[config.mk]
export PLATFORM = sky130hd
export DESIGN_NAME = product_bcd_converter
export DESIGN_NICKNAME = d
export VERILOG_FILES = /design/src/rtl/product_bcd_converter.sv
export SDC_FILE = /design/constraint.sdc
export NUM_CORES = 1
export LEC_CHECK = 0
export BUFFER_PORTS_ARGS = -buffer_cell sky130_fd_sc_hd__buf_2
export CORE_ASPECT_RATIO = 0.5
export CORE_MARGIN = 2
export CORE_UTILIZATION = 50
export CTS_BUF_LIST = sky130_fd_sc_hd__clkbuf_8 sky130_fd_sc_hd__clkbuf_16
export CTS_CLUSTER_SIZE = 28
export DETAILED_ROUTE_END_ITERATION = 16
export PLACE_DENSITY = 0.82
export SYNTH_ARGS = -nofsm -noshare
export SYNTH_HDL_FRONTEND = slang
export SYNTH_SLANG_ARGS = --single-unit
[constraint.sdc]
create_clock -name clk -period 2.2 [get_ports clk]
set_input_delay 0.44 -clock clk [delete_from_list [all_inputs] [get_ports clk]]
set_output_delay 0.44 -clock clk [all_outputs]
set_load 0.02 [all_outputs]
[src/rtl/product_bcd_converter.sv]
// Sequential double-dabble converter: 32-bit unsigned binary to 10-digit packed BCD,
// one shift per clock, with a significant-digit count alongside the result.
module product_bcd_converter (
  input  logic        clk,
  input  logic        res_n,
  input  logic        start,
  input  logic [31:0] product,
  output logic        busy,
  output logic        done,
  output logic [39:0] bcd,
  output logic [3:0]  ndigits
);

  typedef enum logic [1:0] {
    IDLE  = 2'd0,
    SHIFT = 2'd1,
    DONE  = 2'd2
  } state_t;

  state_t      state_reg;
  logic [31:0] bin_reg;
  logic [39:0] work_reg;
  logic [5:0]  cnt_reg;

  logic [39:0] work_adj;
  logic [39:0] work_next;
  logic [3:0]  nd_next;

  genvar gi;
  generate
    for (gi = 0; gi < 10; gi++) begin : g_adj
      assign work_adj[4*gi+3:4*gi] = (work_reg[4*gi+3:4*gi] >= 4'd5) ?
                                     (work_reg[4*gi+3:4*gi] + 4'd3) :
                                     work_reg[4*gi+3:4*gi];
    end
  endgenerate

  // Correction and shift happen in the same cycle, so the shifted value is
  // already the final result on the last iteration.
  assign work_next = {work_adj[38:0], bin_reg[31]};

  always_comb begin
    nd_next = 4'd1;
    for (int k = 1; k < 10; k++) begin
      if (work_next[4*k +: 4] != 4'd0) nd_next = 4'(k + 1);
    end
  end

  always_ff @(posedge clk or negedge res_n) begin
    if (!res_n) begin
      state_reg <= IDLE;
      bin_reg   <= '0;
      work_reg  <= '0;
      cnt_reg   <= '0;
      busy      <= 1'b0;
      done      <= 1'b0;
      bcd       <= '0;
      ndigits   <= 4'd1;
    end else begin
      case (state_reg)
        IDLE, DONE: begin
          if (start) begin
            bin_reg   <= product;
            work_reg  <= '0;
            cnt_reg   <= '0;
            busy      <= 1'b1;
            done      <= 1'b0;
            state_reg <= SHIFT;
          end
        end
        SHIFT: begin
          work_reg <= work_next;
          bin_reg  <= {bin_reg[30:0], 1'b0};
          cnt_reg  <= cnt_reg + 6'd1;
          if (cnt_reg == 6'd31) begin
            bcd       <= work_next;
            ndigits   <= nd_next;
            busy      <= 1'b0;
            done      <= 1'b1;
            state_reg <= DONE;
          end
        end
        default: state_reg <= IDLE;
      endcase
    end
  end

endmodule

# After elaboration in Yosys (flattened, before gate mapping)
# Cells that the tools add are included.
# op_classes
n_addsub,11
n_lt_le_gt_ge,10
eq_ne,5
mux,34
reduce_logical,16
# op_table
cell,count
$pmux 40 s2,1
$mux 4,16
$pmux 32 s2,1
$ge 4x3->1 const B,10
$mux 40,1
$add 4x2->4 const B,9
$reduce_bool 4->1,9
$mux 32,1
$pmux 6 s2,1
$mux 2,4
$add 6x1->6 const B,1
$eq 6x5->1 const B,1
$mux 6,1
$reduce_and 2->1,3
$mux 1,4
$ne 2x2->1 const B,2
$pmux 1 s2,2
$pmux 2 s2,1
$add 3x2->3 const B,1
$mux 3,1
$reduce_and 3->1,1
$eq 2x1->1 const B,1
$eq 2x2->1 const B,1
$logic_not 2->1,1
other kinds (2),2
# totals
reg_bits,126
in_bits,35
output_inout_bits,46
word_cells,84

# Logic depth before layout (Yosys ltp)
# depth
ltp_word,12
ltp_mapped,9

# Worst setup path before layout
# Ideal clock, no wire load.
# synth_path
path_kind,register to register
start,register work_reg[32]
end,register ndigits[2]
setup_ns,0.066
arrival_ns,1.923
required_ns,2.134
path_slack_ns,0.211
path_stages_with_launch,10
path_buffers,0
path_cell_list,dfrtp_1 -> inv_1 -> ha_1 -> nand2b_1 -> a21oi_1 -> xnor2_1 -> nand3_1 -> or2_2 -> and2b_1 -> a22o_1
# synth_between
elab_chain_cells,5
elab_cells_between_ends,7
cone_classes,1 x add/sub; 1 x order compare; 3 x mux; 2 x reduce/logical
# synth_rtl
element,line,text
from (decl),22,logic [39:0] work_reg;
from (signal assigned),72,work_reg <= work_next;
$add 4x2->4 / $ge 4x3->1 (equally long branches),"33, 32",
$mux 4 *,32,assign work_adj[4*gi+3:4*gi] = (work_reg[4*gi+3:4*gi] >= 4'd5) ?
$reduce_bool 4->1,45,if (work_next[4*k +: 4] != 4'd0) nd_next = 4'(k + 1);
$mux 4,45,
$mux 4 *,45,
to (signal assigned),77,ndigits <= nd_next;
to (decl),11,output logic [3:0] ndigits
# Mark *: on every way between the ends. The rest lies on a longest branch, timed or not.
# A chain may end at the register's enable or synchronous reset.

# Worst setup path after layout
# layout_path
start,register work_reg[33]
end,register ndigits[1]
# Same word-level chain as after synthesis.

==> results.yml <==
die:
  row_count: 28
  core-area_sq_um: 11700
  start_util: 0.510
  die_x_microns: 159
  num_io_pins: 81
  dieArea_sq_um: 12900
  fp.dieH_microns: 81.4
clock_tree:
  htreeDepth: 4
  clock_tree.buffer_depth: 2
  clock-sinks: 126
  numCtsBuffers: 17
  root_buffer: "clkbuf_16"
  clk_pin_slew_ps: 60
  clock_latency_ps: 410
  cts_tree: "done"
worst_setup_path:
  path_max_fanout: 4
  crit_chain: "inv_1, ha_1, nand2b_1, a21oi_2, xnor2_2, nand3_1, or2_2, a31o_1, a21oi_2"
  crit_required_ps: 2530
  path_common_cell: "a21oi_2"
  start_kind: "register"
  critical_path_class: "reg2reg"
  end_kind: "register"
  cp_data_arrival_time_ps: 2540
  crit_slowest_cell: "dfrtp_1"
  r2r_slack_ps: -2
  max_stage_delay_ps: 370
yosys:
  syn_avg_cell_area_sq_um: 9.50
  synth.yosys.seq_area_share: 0.527
  async_flop_share: 1.00
  syn_nets: 686
  ys.flop_type: "dfrtp_1"
  ys_warn_count: 0
  synth_area_sq_um: 5990
  ys_ff_latch: 126
  synth_edf_count: 0
  syn_inst: 630
  ys_types: 40
timing:
  max_freq_mhz: 454
  finalSetupTns_ps: -1.88
  fin_crit_sh: 1.00
  fin_skew_ps: 5.92
  tightest_slew_ps: 547
  fin_ws_ps: -1.88
  fin_crit_ps: 2200
  setup_violations: 1
  hold_violations: 0
  drv_slew: 0
  relSlewSlack: 0.636
finish:
  stdcell_count: 904
  syn_to_final_growth_pct: 25.3
  multi_input_area_sq_um: 2770
  seq_area_sq_um: 3160
  antennaDiodeCount: 0
  nets: 782
  nFillCells: 927
  fin_util: 0.639
  drive_above_1_share: 0.249
pwr:
  comb_power_share: 0.438
  p_per_area_nw_per_um2: 1730
  clock_power_share: 0.239
  intPower_uw: 7790
  switching_share: 0.399
  p_switching_uw: 5180
  ir_drop_v: 0.000785
  pwr-share-seq: 0.323
  p_leak_uw: 0.00370
detailed_routing:
  vias_per_cell: 5.51
  ant_nets: 0
  vias: 4981
  drc: 0
  dr.first_iter.drc_count: 351
  first_pass_iters: 5
  wl_per_cell_microns: 16.0
  wl_microns: 14500
global_routing:
  grt_overflow: 0
  grt_pass1_wl_microns: 22900
  grt.total_usage: 0.225
  antenna_found_initial: 0
  grt_pass1_vias: 4841
  grt_max_degree: 54
placed_design:
  gp_congestion: 0.853
  io_buffers: 80
  dp_cells: 868
  hpwl_microns: 9140
  dp_slack_ps: -5.57
worst_hold_path:
  min_path_type: "in2async"
outcome:
  violations: "negative setup slack"
  outcome: "finished, violations left"
flow_run:
  max_cap_viol_count: 0
[critical path: cells and delay by family, from the launching register on]
family | cells | cell delay, ps
buf+inv | 1 | 110
fa+ha+maj | 1 | 200
xor+xnor | 1 | 190
compound gates | 3 | 620
flops | 1 | 370
simple gates | 3 | 640
[cell families (layout without fill, tap and decap cells)]
logic type | after synthesis | after routing | synth area share
xor gates and xnor gates | 11 | 11 | 0.0161
DFF | 126 | 126 | 0.527
muxes | 11 | 11 | 0.0184
and+or+nand+nor | 256 | 256 | 0.196
AOI/OAI and AO/OA | 154 | 154 | 0.166
buffers and inverters | 51 | 160 | 0.0326
adders and majority gates | 21 | 21 | 0.0439
[repair_timing]
action                                  CTS  global route
hold buffers                              0             0
buffers inserted                          2             2
endpoints found under the setup margin    2             4
resized for setup                         1            32
pin swaps                                 2             9
endpoints found under the hold margin     0             0
[cell type report]
class,instances,share of cell area
clock buffers,18,0.0585
clock inverters,14,0.0289
inverters,20,0.0100
multi-input cells,453,0.369
flip-flops and latches,126,0.421
well taps,165,0.0275
repair buffers,108,0.0851
[synthesized netlist by cell type, types with 6 or more instances]
library cell / instances / area, sq um
a21oi_1: 30 / 150
a22o_1: 12 / 105
a22oi_1: 32 / 240
clkbuf_1: 23 / 86.3
dfrtp_1: 125 / 3130
ha_1: 21 / 263
inv_1: 20 / 75.1
mux2i_1: 11 / 110
nand2_1: 170 / 638
nand2b_1: 19 / 119
nand3_1: 6 / 30.0
nor2_1: 23 / 86.3
nor3b_1: 12 / 90.1
o21ai_0: 46 / 230
o22ai_1: 9 / 56.3
o31ai_1: 6 / 45.0
xnor2_1: 11 / 96.3
[worst paths after layout]
kind | startpoint | endpoint | cells after the start
setup / recovery | work_reg[33] | ndigits[1] | 9
hold / removal | res_n | bin_reg[1] | 1
setup reg to reg | work_reg[33] | ndigits[1] | 9
hold reg to reg | bcd[10] | bcd[10] | 2
max in group asynchronous | res_n | ndigits[0] | 2
min in group clk | product[7] | bin_reg[7] | 3
[cells in the final DEF (no fill, tap or decap), types with 3 or more instances in the layout]
cell type / Yosys / final
nand2_1: 170 / 170
dfrtp_1: 125 / 124
buf_2: 3 / 79
o21ai_0: 46 / 44
a22oi_1: 32 / 32
buf_4: 0 / 27
a21oi_1: 30 / 22
nor2_1: 23 / 22
nand2b_1: 19 / 19
clkbuf_16: 0 / 17
ha_1: 21 / 16
inv_1: 20 / 15
nor3b_1: 12 / 12
a21oi_2: 5 / 12
a22o_1: 12 / 12
xnor2_1: 11 / 9
o22ai_1: 9 / 9
clkinvlp_4: 0 / 7
mux2i_1: 11 / 6
nand3_1: 6 / 6
o31ai_1: 6 / 6
inv_2: 0 / 5
nor3_1: 5 / 5
mux2i_2: 0 / 5
a32o_1: 5 / 5
bufinv_16: 0 / 5
ha_2: 0 / 4
nand4_1: 3 / 3
nand3b_1: 3 / 3
o211ai_1: 3 / 3
[per-layer routing]
metal | GRT usage | routed length [microns] | vias up
met5 | 0 | 0 | -
met3 | 0.0608 | 768 | 25
met2 | 0.383 | 7040 | 153
li1 | - | - | 2371
met1 | 0.279 | 6490 | 2432
met4 | 0.0945 | 175 | 0
[power groups by stage]
stage                     Combinational [uW]  Sequential, uW  Clock, uW
after floorplan                         3280            4410          0
after global placement                  4850            4110          0
after detailed placement                5100            4160          0
after CTS                               5230            4140       3130
after global routing                    6240            4320       3260
final                                   5680            4190       3100
[stage by stage]
stage | total power, uW | instance area, sq um | hold WS [ps]
2_1_floorplan | 7690 | 5990 | 144
3_3_place_gp | 8960 | 6700 | 445
3_5_place_dp | 9260 | 6700 | 445
4_1_cts | 12500 | 7370 | 13.6
5_1_grt | 13800 | 7500 | 26.0
6_report | 13000 | 7500 | 0.667
Note: power is estimated with default switching activity, not from simulation.
